<file path="src/rtl/lift_input_conditioner.sv">
`default_nettype none
// ============================================================================
// Module      : lift_input_conditioner
// Description : Front-end conditioning of the lift controller's raw field
//               inputs. Every channel passes through a two-flop synchronizer
//               and a per-channel STABLE/CHECK debouncer. A level change is
//               accepted only after DB_CYCLES consecutive differing samples,
//               and it can be held back while the consumer asserts hold.
//               The block also reports a change strobe and keeps a saturating
//               count of rejected glitches.
// Ports       : clk        - system clock, rising edge
//               rst        - asynchronous, active-high reset
//               raw_in     - N unsynchronized field inputs
//               hold       - freeze x_out (commits wait while high)
//               x_out      - debounced condition vector
//               x_chg      - one-cycle pulse, x_out changed on previous edge
//               glitch_cnt - saturating count of cycles with a rejection
// Revision    : 1.0 - initial release
// ============================================================================
module lift_input_conditioner #(
    parameter int           N         = 14,
    parameter int           DB_CYCLES = 4,
    parameter logic [N-1:0] RST_VAL   = '0
) (
    input  logic         clk,
    input  logic         rst,
    input  logic [N-1:0] raw_in,
    input  logic         hold,
    output logic [N-1:0] x_out,
    output logic         x_chg,
    output logic [7:0]   glitch_cnt
);

    // Last count value before a change is accepted.
    localparam logic [2:0] c_cnt_max = 3'(DB_CYCLES - 1);

    typedef enum logic [0:0] {
        ST_STABLE = 1'b0,
        ST_CHECK  = 1'b1
    } chan_state_t;

    // Synchronizer
    logic [N-1:0] sync1_q, sync1_d;
    logic [N-1:0] sync2_q, sync2_d;

    // Debouncer state per channel
    chan_state_t  state_q [N];
    chan_state_t  state_d [N];
    logic [2:0]   cnt_q   [N];
    logic [2:0]   cnt_d   [N];
    logic [N-1:0] x_q, x_d;

    // Per-channel events on the current edge
    logic [N-1:0] w_commit;
    logic [N-1:0] w_reject;
    logic [N-1:0] w_diff;

    // Diagnostics
    logic         commit_any_q, commit_any_d;
    logic         x_chg_q, x_chg_d;
    logic [7:0]   glitch_q, glitch_d;

    assign w_diff = sync2_q ^ x_q;

    always_comb begin
        sync1_d = raw_in;
        sync2_d = sync1_q;
        x_d      = x_q;
        w_commit = '0;
        w_reject = '0;
        for (int i = 0; i < N; i++) begin
            state_d[i] = state_q[i];
            cnt_d[i]   = cnt_q[i];
            case (state_q[i])
                ST_STABLE: begin
                    if (w_diff[i]) begin
                        state_d[i] = ST_CHECK;
                        cnt_d[i]   = 3'd1;
                    end else begin
                        cnt_d[i]   = 3'd0;
                    end
                end
                ST_CHECK: begin
                    if (!w_diff[i]) begin
                        // Input reverted before acceptance: drop it.
                        state_d[i]  = ST_STABLE;
                        cnt_d[i]    = 3'd0;
                        w_reject[i] = 1'b1;
                    end else if (cnt_q[i] < c_cnt_max) begin
                        cnt_d[i] = cnt_q[i] + 3'd1;
                    end else if (!hold) begin
                        x_d[i]      = ~x_q[i];
                        state_d[i]  = ST_STABLE;
                        cnt_d[i]    = 3'd0;
                        w_commit[i] = 1'b1;
                    end
                    // else: fully qualified but frozen by hold; wait here.
                end
                default: begin
                    state_d[i] = ST_STABLE;
                    cnt_d[i]   = 3'd0;
                end
            endcase
        end

        // The commit edge updates x_out; the strobe follows one edge later,
        // so it flags a change that happened on the previous edge.
        commit_any_d = |w_commit;
        x_chg_d      = commit_any_q;

        // One step per edge no matter how many channels reject together.
        glitch_d = glitch_q;
        if ((|w_reject) && (glitch_q != 8'hFF)) begin
            glitch_d = glitch_q + 8'd1;
        end
    end

    always_ff @(posedge clk or posedge rst) begin
        if (rst) begin
            sync1_q      <= RST_VAL;
            sync2_q      <= RST_VAL;
            x_q          <= RST_VAL;
            commit_any_q <= 1'b0;
            x_chg_q      <= 1'b0;
            glitch_q     <= 8'd0;
            for (int i = 0; i < N; i++) begin
                state_q[i] <= ST_STABLE;
                cnt_q[i]   <= 3'd0;
            end
        end else begin
            sync1_q      <= sync1_d;
            sync2_q      <= sync2_d;
            x_q          <= x_d;
            commit_any_q <= commit_any_d;
            x_chg_q      <= x_chg_d;
            glitch_q     <= glitch_d;
            for (int i = 0; i < N; i++) begin
                state_q[i] <= state_d[i];
                cnt_q[i]   <= cnt_d[i];
            end
        end
    end

    assign x_out      = x_q;
    assign x_chg      = x_chg_q;
    assign glitch_cnt = glitch_q;

endmodule
`default_nettype wire

</file>
<file path="config.mk">
export PLATFORM = sky130hd
export DESIGN_NAME = lift_input_conditioner
export DESIGN_NICKNAME = d
export VERILOG_FILES = /design/src/rtl/lift_input_conditioner.sv
export SDC_FILE = /design/constraint.sdc
export NUM_CORES = 1
export LEC_CHECK = 0
export ABC_AREA = 1
export BUFFER_PORTS_ARGS = -buffer_cell sky130_fd_sc_hd__buf_2
export CAP_MARGIN = 15
export CORE_AREA = 4 4 93 95
export DETAILED_ROUTE_END_ITERATION = 7
export DIE_AREA = 0 0 97 99
export GPL_ROUTABILITY_DRIVEN = 0
export HOLD_SLACK_MARGIN = 0.05
export MAX_ROUTING_LAYER = met4
export PLACE_DENSITY_LB_ADDON = 0.08
export SETUP_SLACK_MARGIN = 0.02
export SYNTH_ARGS = -nofsm -noshare
export SYNTH_HDL_FRONTEND = slang
export SYNTH_SLANG_ARGS = --single-unit
</file>
<file path="constraint.sdc">
create_clock -name clk -period 5.4 [get_ports clk]
set_clock_uncertainty 0.1 [all_clocks]
set_input_delay 0.54 -clock clk [delete_from_list [all_inputs] [get_ports clk]]
set_output_delay 0.54 -clock clk [all_outputs]
set_load 0.02 [all_outputs]
</file>
* Yosys cells after proc, flatten, opt, wreduce, memory -nomap -nowiden
Index checks and enable logic that the tools add are counted.
** Storage, ports and cells
- Output and inout bits :: 23
- Register bits :: 108
** Operators by class
- Muxes and demuxes :: 185
- Equality and inequality tests :: 15
- Add/sub/neg operators :: 15
- Bitwise logic cells :: 44
- Magnitude comparators :: 14
- Reductions and logical operators :: 17
** Operator list (number)
- $mux 1 :: 128
- $mux 3 :: 29
- $pmux 3 s2 :: 14
- $ne 4x3->1 const B :: 14
- $reduce_and 4->1 :: 14
- $not 1->1 :: 43
- $add 3x1->3 const B :: 14
- $lt 3x2->1 const B :: 14
- $pmux 1 s2 :: 14
- $reduce_or 14->1 :: 2
- $xor 14x14->14 :: 1
- $add 8x1->8 const B :: 1
- $ne 8x8->1 const B :: 1
- $logic_and 1x1->1 :: 1

* Logic depth before layout (Yosys ltp)
Gate-level depths: netlist (run 1).
- Depth after elaboration :: 5
- Depth in mapped cells :: 10

* Least setup slack after synthesis (run 1)
Ideal clock, no wire load.
- Kind :: register to register
- Start point :: register glitch_q[1], in the netlist glitch_cnt[1]
- End point :: register glitch_q[5], in the netlist glitch_cnt[5]
- Stages on the path, launching flop included :: 8
- Slack :: 3891 ps
- Clock period less this slack :: 1509 ps
- Arrival time :: 1343 ps
- Cell sequence :: dfrtp_1 > ha_1 > nand3_2 > nor2_4 > nand4_4 > o21ai_4 > nand2_1 > nand2_1
** On the way
- Cells in the longest elaborated chain, start to end :: 2
** RTL lines
- start: declaration :: line 61 : logic [7:0] glitch_q, glitch_d;
- start signal: assignment :: line 136 : glitch_q <= glitch_d;
- parallel branches: the longest is 2 deep, another holds $add 8x1->8
Several ways; the timed one is not identified.
A chain may end at the register's enable or synchronous reset.

* Worst setup path after layout (run 1)
- Start point :: input port hold
- End point :: register commit_any_q
** On the way
- Cells in the longest elaborated chain, start to end :: 5
** RTL lines
- start: declaration :: line 28 : input logic hold,
- $mux 1 (*) :: line 91 : end else if (!hold) begin
- $mux 1 :: line 89 : end else if (cnt_q[i] < c_cnt_max) begin
- $mux 1 :: line 84 : if (!w_diff[i]) begin
- $mux 1 :: line 74 : case (state_q[i])
- $reduce_or 14->1 (*) :: line 108 : commit_any_d = |w_commit;
- net commit_any_d :: line 59 : logic commit_any_q, commit_any_d;
- end signal: assignment :: line 134 : commit_any_q <= commit_any_d;
- end: declaration :: line 59
The timed path passes the listed nets; every way through them passes the cells marked *.

==> results of run 1 <==
==> cell usage after synthesis, drive strengths merged <==
cell type / number / share of area, %
inv: 93 / 7.1
xor2: 8 / 1.4
nor3: 9 / 1.0
o21ai: 54 / 5.7
a21oi: 17 / 1.7
and2: 2 / 0.25
buf: 4 / 0.63
a22o: 3 / 0.53
nand2: 143 / 11
nand3b: 2 / 0.30
nand3: 55 / 5.8
o22ai: 10 / 1.3
ha: 15 / 3.8
dfrtp: 108 / 55
nor2: 28 / 2.4
or2: 1 / 0.13
xnor2: 2 / 0.36
nand4: 10 / 1.6
==> kinds of logic after synthesis <==
logic type,count (synthesis),synth area share [%]
DFF,108,54.9
buffers and inverters,97,7.72
adders and majority gates,15,3.81
AOI/OAI and AO/OA,84,9.25
and+or+nand+nor,250,22.6
xor gates and xnor gates,10,1.78
==> through the flow <==
stage | power [µW] | instances | utilization (%) | worst slack [ns] | cell area (µm²)
global route | 2940 | 718 | 70.6 | 3.52 | 5450
floorplan | 1900 | 564 | - | 1.91 | 4920
detailed placement | 2170 | 702 | 67.6 | 3.34 | 5230
finish | 2710 | 718 | 70.6 | 3.68 | 5450
global placement | 2120 | 702 | 67.6 | 3.40 | 5230
CTS | 2730 | 718 | 70.6 | 3.70 | 5450
==> metal layers <==
layer | track usage [%] | up-vias
met1 | 27.1 | 1799
met5 | - | -
met4 | 7.02 | 0
met2 | 34.3 | 83
li1 | - | 1904
met3 | 4.03 | 15
==> state kept, by name, indices dropped and copies added (netlist names) <==
name,count
sync1_q,14
x_chg,1
state_q,14
glitch_cnt,8
sync2_q,14
cnt_q,42
x_out,14
commit_any_q,1
==> path summary, 6_finish.rpt <==
path / start / depth (start not counted) / end / slack, ns
max: hold / 8 / commit_any_q / 3.68
min: raw_in[8] / 1 / sync1_q[8] / 0.18
max reg2reg: x_out[9] / 10 / glitch_cnt[2] / 3.81
min reg2reg: sync1_q[11] / 0 / sync2_q[11] / 0.25
max in group asynchronous: rst / 3 / glitch_cnt[3] / 3.98
min in group asynchronous: rst / 2 / sync1_q[9] / 0.27
==> power groups by stage <==
stage / clock network (µW) / registers, µW / logic (µW)
floorplan: 0 / 1330 / 575
global placement: 0 / 1260 / 854
detailed placement: 0 / 1270 / 899
CTS: 555 / 1260 / 906
global route: 595 / 1310 / 1040
finish: 542 / 1270 / 895
==> critical path, stage by stage <==
cell and delay, ns:
buf_2 0.37, inv_2 0.31, nand3_1 0.25, nor2_1 0.07, nor2_1 0.08, nand2_1 0.09
nor2_1 0.11, nand2_1 0.05
==> layout make-up <==
class | instances | area [µm²] | share of cell area [%]
timing repair buffer | 40 | 203 | 3.72
clock inverter | 3 | 68.8 | 1.26
clock buffer | 13 | 159 | 2.91
tap | 102 | 128 | 2.34
sequential | 108 | 2700 | 49.6
multi-input combinational | 359 | 1840 | 33.8
inverter | 93 | 352 | 6.45
==> run summary, run 1 <==
Seq/Total Area, Yosys = 54.9%
Pwr Density = 496 nW/µm²
DP HPWL = 6.62 mm
VDD IR max = 0.251 mV
global-route wire length before repair = 16.2 mm
Clk Tree Root Cell = clkbuf_8
initial core utilization = 63.7%
worst slew pin tran = 0.932 ns
Logic pwr share = 33.1%
DIE HEIGHT = 99 µm
Mapped Cells = 564
net switching power = 1060 µW
die area = 9600 µm²
RSZ-0062 raised after global routing = no
post-synth net total = 596
row count = 32
antenna violations before repair = 0
Hold Crit Class = input pin to flop
routed vias = 3801
die width = 97 µm
post-CTS setup buffers = 0
number of routed nets with antenna violations = 0
Mapped Avg Cell Area = 8.73 µm²
CTS Buf Count = 9
clock-pin slew on the worst setup and hold paths = 0.10 ns
Crit path required time = 5.55 ns
fin crit share = 31.9%
Total Routed Length = 9.21 mm
ANT cells = 0
setup tns final = 0 ns
Sw Ratio = 39.2%
gr ovfl total = 0
met2 wire len = 4.51 mm
Clock Latency Late Sink = 0.36 ns
DR DRC count = 0
max_cap viols = 0
crit path launch type = input pin
Crit. End Element = flop
layout cells sized above 1 = 11.5%
Synthesis Warnings = 0
Area Growth Syn to Fin = 10.7%
vias in the first global route = 3679
metal3 WL = 327 µm
commonest non-fill, non-tap cell in the layout = nand2_1
Vias/cell = 5.29
internal power = 1650 µW
TritonCTS clock tree = done
minimum clock period = 1.72 ns
run status = finished, final reports clean
WHS = 0.178 ns
fillers = 617
CTS Sinks = 108
Final nets = 643
max-slew violations = 0
CTS hold repair buffers = 0
wl on met1 = 4.21 mm
Total GRT Usage = 21.2%
worst setup path category = input pin to flop
Max-Slew Margin vs Limit = 37.8%
mapped cell area = 4920 µm²
Max Buffers Root-to-Sink = 2
Ports = 40
Core ar. = 7730 µm²
register bit total from synthesis = 108
critical path data arrival time = 1.87 ns
Wirelength per Cell = 12.8 µm
PortBufs = 39
H-tree levels = 3
highest metal used = met4
most frequent cells in the layout = nand2_1 (139), dfrtp_1 (108), inv_1 (89), nand3_1 (53), o21ai_0 (49)
LEAKAGE = 0.00281 µW
pin count of the biggest net entering global routing = 80
Final Hold Viols = 0
Yosys cell types = 29
Fmax = 0.581 GHz
crit-path max FO = 20
count of final setup violators = 0
Clock Power Share = 20.0%
Seq pwr share = 46.9%
Initial DRC Count = 237
drt pass-1 iters = 6
post_cts resized = 0
No activity file was read; power rests on OpenSTA's default activity.
==> run 2, diff against run 1 <==
--- a/config.mk
+++ b/config.mk
@@ -8,9 +8,9 @@
 export ABC_AREA = 1
 export BUFFER_PORTS_ARGS = -buffer_cell sky130_fd_sc_hd__buf_2
 export CAP_MARGIN = 15
-export CORE_AREA = 4 4 93 95
+export CORE_AREA = 4 4 97 99
 export DETAILED_ROUTE_END_ITERATION = 7
-export DIE_AREA = 0 0 97 99
+export DIE_AREA = 0 0 101 103
 export GPL_ROUTABILITY_DRIVEN = 0
 export HOLD_SLACK_MARGIN = 0.05
 export MAX_ROUTING_LAYER = met4
==> constraint.sdc (replaced) <==
create_clock -name clk -period 1.8 [get_ports clk]
set_clock_uncertainty 0.1 [all_clocks]
set_input_delay 0.18 -clock clk [delete_from_list [all_inputs] [get_ports clk]]
set_output_delay 0.18 -clock clk [all_outputs]
set_load 0.02 [all_outputs]
==> run 2 against run 1 <==
  * First-iteration DRC count decreased by 55%
  * Via count decreased by 1.2%
  * Cell count increased by 3.3%
  * Critical path depth unchanged
  * Sequential share of layout area decreased by 1.6 points
  * Clock power increased to 2.7 times the previous value
  * Critical endpoint is now glitch_cnt[5]
  * Largest cell class unchanged
  * Highest routed layer unchanged
==> run summary, run 2 (synthesis gave the netlist of run 1 again) <==
run status = finished, final reports clean
Seq. cell area = 2700 µm²
Clock Power Share = 18.7%
R2R Setup Slk = 0.20 ns
Clk Tree Root Cell = clkbuf_8
CP peak stage delay = 0.40 ns
CTS Buf Count = 9
DR DRC count = 0
Core ar. = 8550 µm²
end of the critical path = glitch_cnt[5]
Area Growth Syn to Fin = 14.4%
routed vias = 3754
reg2reg end = glitch_cnt[5]
Wirelength per Cell = 12.3 µm
H-tree levels = 3
worst path bufs/invs = 1
Sw Ratio = 40.1%
Hold Crit Class = input pin to flop
placed cells = 711
Crit path required time = 1.96 ns
clock-pin slew on the worst setup and hold paths = 0.10 ns
max FFs per register = 42
Total Routed Length = 9.12 mm
worst slew pin tran = 0.396 ns
CTS Sinks = 108
critical path data arrival time = 1.76 ns
Final nets = 661
post-CTS setup buffers = 0
crit path launch type = flop
CTS hold repair buffers = 15
row count = 34
Final Hold Viols = 0
LEAKAGE = 0.00288 µW
number of routed nets with antenna violations = 0
VDD IR max = 0.865 mV
drt pass-1 iters = 4
Initial DRC Count = 107
antenna violations before repair = 0
die width = 101 µm
most flop-heavy register = cnt_q
setup tns final = 0 ns
Max-Slew Margin vs Limit = 73.5%
RSZ-0062 raised after global routing = no
post_cts resized = 0
count of final setup violators = 0
DIE HEIGHT = 103 µm
Crit path top cell by count = nand2_1
crit-path max FO = 8
Ports = 40
minimum clock period = 1.60 ns
Clock Latency Late Sink = 0.37 ns
Pwr Density = 1410 nW/µm²
net switching power = 3180 µW
CP max-delay cell = dfrtp_1
max-slew violations = 0
vias in the first global route = 3654
pin count of the biggest net entering global routing = 59
RR Startpoint = x_out[7]
commonest non-fill, non-tap cell in the layout = nand2_1
area occupied by multi-input gates = 1840 µm²
TritonCTS clock tree = done
Layout Cells excl Fill = 742
worst setup path category = flop to flop
gr ovfl total = 0
die area = 10400 µm²
initial core utilization = 57.6%
crit-path leading delay family = simple AND/OR/NAND/NOR gates
fillers = 707
DP HPWL = 6.48 mm
fin crit share = 88.8%
Reg2Reg Depth = 8
global-route wire length before repair = 15.8 mm
crit path launch = x_out[7]
Logic pwr share = 33.8%
Levels on crit path = 8
max_cap viols = 0
Max Buffers Root-to-Sink = 2
Vias/cell = 5.06
most frequent cells in the layout = nand2_1 (139), dfrtp_1 (108), inv_1 (89), nand3_1 (53), o21ai_0 (49)
internal power = 4760 µW
layout cells sized above 1 = 11.8%
PortBufs = 39
Seq pwr share = 47.5%
Crit. End Element = flop
Total GRT Usage = 19.8%
CP Cell Sequence = inv_1, nand2_1, nand3_1, nand2_1, nor3_1, nand2_1, nand3_1, nand2_1
ANT cells = 0
Fmax = 0.625 GHz
-- run 2: cell count changes in the layout (fill, tap and decap cells not counted), sizes merged --
cell	previous run	this run
buf	40	43
bufinv	2	1
clkbuf	13	10
clkinv	1	4
clkinvlp	0	1
dlygate4sd3	0	15
-- run 2: area by class of cell --
class / instances / share of cell area (%)
Clock buffer: 10 / 2.27
Multi-Input combinational cell: 359 / 32.7
Sequential cell: 108 / 48.0
Timing Repair Buffer: 58 / 7.11
Inverter: 93 / 6.26
Tap cell: 108 / 2.40
Clock inverter: 6 / 1.31
-- run 2: power groups by stage --
stage                     Combinational (µW)  Sequential (µW)  Clock [µW]
after floorplan                         1730             3980           0
after global placement                  2590             3780           0
final                                   2680             3770        1480
after global routing                    3110             3900        1630
after detailed placement                2680             3810           0
after CTS                               2720             3770        1540
-- run 2: how the worst min path moves through the flow --
stage | start | end | slack (ns) | cells past startpoint
after floorplan | raw_in[0] | sync1_q[0] | 0.11 | 0
after global placement | rst | cnt_q[39] | 0.1 | 2
after detailed placement | rst | cnt_q[39] | 0.1 | 2
after CTS | hold | state_q[11] | 0.21 | 5
after global routing | hold | cnt_q[32] | 0.22 | 4
final | hold | state_q[11] | 0.22 | 5
-- run 2: worst register-to-register path, stage by stage (launching register included) --
cell     delay, ns
dfrtp_1       0.40
inv_1         0.08
nand2_1       0.08
nand3_1       0.09
nand2_1       0.12
nor3_1        0.20
nand2_1       0.23
nand3_1       0.14
nand2_1       0.06
-- run 2: metal layers --
layer / share of wire (%) / track usage (%) / vias up
met2: 50 / 33.0 / 62
li1: - / - / 1943
met1: 45 / 24.2 / 1743
met4: 0.79 / 5.62 / 0
met5: 0 / - / -
met3: 4.4 / 4.80 / 6
-- run 2: stage by stage --
stage	area (µm²)	power, µW	setup WS (ns)	hold slack (ns)	utilization (%)
finish	5630	7940	0.201	0.222	65.9
global route	5630	8650	0.0368	0.222	65.9
CTS	5630	8030	0.190	0.207	65.9
detailed placement	5280	6490	0.222	0.0977	61.8
global placement	5280	6370	0.277	0.0961	61.8
floorplan	4930	5700	0.218	0.111	-
==> run 3, diff against run 2 <==
--- a/config.mk
+++ b/config.mk
@@ -8,9 +8,11 @@
 export ABC_AREA = 1
 export BUFFER_PORTS_ARGS = -buffer_cell sky130_fd_sc_hd__buf_2
 export CAP_MARGIN = 15
-export CORE_AREA = 4 4 97 99
+export CELL_PAD_IN_SITES_DETAIL_PLACEMENT = 0
+export CELL_PAD_IN_SITES_GLOBAL_PLACEMENT = 1
+export CORE_AREA = 4 4 110 112
 export DETAILED_ROUTE_END_ITERATION = 7
-export DIE_AREA = 0 0 101 103
+export DIE_AREA = 0 0 114 116
 export GPL_ROUTABILITY_DRIVEN = 0
 export HOLD_SLACK_MARGIN = 0.05
 export MAX_ROUTING_LAYER = met4
==> run 3 against run 2 <==
  * Utilization is 14 points lower
  * Via count down 0.40%
  * Fmax rose by 2.8%
  * Worst setup slack better by 0.043 ns
  * First-iteration DRC count is 100% higher
  * Sequential share of layout area shrank 1.3 points
  * Flip-flop and latch count stayed put
  * Cell count grew 5.0%
  * Critical endpoint is now glitch_cnt[2]
  * Critical path type unchanged
  * Largest power group unchanged
  * Wire length grew 5.2%
  * Highest routed layer unchanged
==> run summary, run 3 (synthesis gave the netlist of run 1 again) <==
run status = finished, final reports clean
drt pass-1 iters = 4
Pwr Density = 1460 nW/µm²
setup tns final = 0 ns
minimum clock period = 1.56 ns
PortBufs = 39
VDD IR max = 0.822 mV
Max Buffers Root-to-Sink = 2
H-tree levels = 3
Crit path required time = 1.94 ns
most frequent cells in the layout = nand2_1 (139), dfrtp_1 (108), inv_1 (89), nand3_1 (53), o21ai_0 (49)
LEAKAGE = 0.00293 µW
antenna violations before repair = 0
DIE HEIGHT = 116 µm
internal power = 5200 µW
Total Routed Length = 9.59 mm
Fmax = 0.643 GHz
Initial DRC Count = 215
gr ovfl total = 0
TritonCTS clock tree = done
CTS Sinks = 108
number of routed nets with antenna violations = 0
Hold Crit Class = input pin to async pin
Logic pwr share = 31.7%
Vias/cell = 4.80
crit-path max FO = 8
count of final setup violators = 0
fin crit share = 86.4%
R2R Setup Slk = 0.24 ns
worst slew pin tran = 0.365 ns
ANT cells = 0
Clk Tree Root Cell = clkbuf_16
Crit path top cell by count = nand2_1
RR Startpoint = x_out[9]
Seq pwr share = 44.7%
Layout Cells excl Fill = 779
routed vias = 3739
Sw Ratio = 38.5%
die area = 13200 µm²
max-slew violations = 0
CP Cell Sequence = inv_1, nand2_1, nand3_1, nand2_1, inv_1, nand2_1, nor2_1, nand2_1, nand3_1, nand2_1
Core ar. = 11200 µm²
Reg2Reg Depth = 10
Crit. End Element = flop
total power = 8460 µW
initial core utilization = 43.9%
Final Hold Viols = 0
max FFs per register = 42
placed cells = 748
worst path bufs/invs = 2
net switching power = 3260 µW
CTS Buf Count = 9
DP HPWL = 6.83 mm
pin count of the biggest net entering global routing = 56
Clock Latency Late Sink = 0.35 ns
max_cap viols = 0
row count = 39
Max-Slew Margin vs Limit = 75.4%
Final nets = 663
Area Growth Syn to Fin = 17.6%
post_cts resized = 0
CP max-delay cell = dfrtp_1
Ports = 40
crit-path leading delay family = simple AND/OR/NAND/NOR gates
critical path data arrival time = 1.69 ns
WHS = 0.210 ns
die width = 114 µm
DR DRC count = 0
crit path launch type = flop
Clock Power Share = 23.6%
vias in the first global route = 3722
most flop-heavy register = cnt_q
global-route wire length before repair = 16.8 mm
reg2reg end = glitch_cnt[2]
Wirelength per Cell = 12.3 µm
worst setup path category = flop to flop
layout cells sized above 1 = 12.1%
clock-pin slew on the worst setup and hold paths = 0.07 ns
commonest non-fill, non-tap cell in the layout = nand2_1
CP peak stage delay = 0.41 ns
Total GRT Usage = 16.6%
RSZ-0062 raised after global routing = no
-- run 3: per-stage QoR --
step	util, %	worst slack (ns)	instance area [µm²]
CTS	51.6	0.214	5790
floorplan	-	0.218	4930
detailed placement	47.6	0.236	5340
finish	51.6	0.245	5790
global route	51.6	0.0457	5790
global placement	47.6	0.245	5340
-- run 3: how the worst max path moves through the flow --
stage | startpoint | to | slack [ns] | cells past startpoint
final | x_out[9] | glitch_cnt[2] | 0.24 | 10
after global routing | x_out[2] | glitch_cnt[0] | 0.05 | 9
after CTS | x_out[9] | glitch_cnt[2] | 0.21 | 10
after detailed placement | glitch_cnt[0] | glitch_cnt[2] | 0.24 | 7
after global placement | x_out[9] | glitch_cnt[6] | 0.24 | 10
after floorplan | rst | cnt_q[0] | 0.22 | 1
-- run 3: power groups by stage --
stage	Combinational (µW)	Sequential, µW	Clock (µW)
5_1_grt	3150	3920	2170
3_5_place_dp	2710	3820	0
2_1_floorplan	1730	3980	0
3_3_place_gp	2660	3800	0
6_report	2680	3790	2000
4_1_cts	2740	3790	2090
-- run 3: final cells by class --
| type | count | area (µm²) |
|---|---|---|
| Clock buffer | 10 | 229 |
| Clock inverter | 6 | 72.6 |
| Fill cell | 1076 | 5430 |
| Inverter | 93 | 353 |
| Multi-Input combinational cell | 359 | 1840 |
| Sequential cell | 108 | 2700 |
| Tap cell | 143 | 179 |
| Timing Repair Buffer | 60 | 415 |
-- run 3: what timing repair did --
item,CTS,global route
setup buffers,0,0
hold buffers,15,0
endpoints found under the hold margin,122,0
-- run 3: per-layer routing --
metal | track usage [%] | vias up | wire length [µm]
li1 | - | 1950 | -
met1 | 20.2 | 1722 | 4530
met2 | 25.9 | 52 | 4430
met3 | 5.48 | 15 | 425
met4 | 5.94 | 0 | 205
met5 | - | - | 0
-- run 3: worst reg2reg max path: cells and delay by family, from the launching register on --
kind / cells / cell delay [ns]
DFF: 1 / 0.41
buffers and inverters: 2 / 0.14
and+or+nand+nor: 8 / 0.79
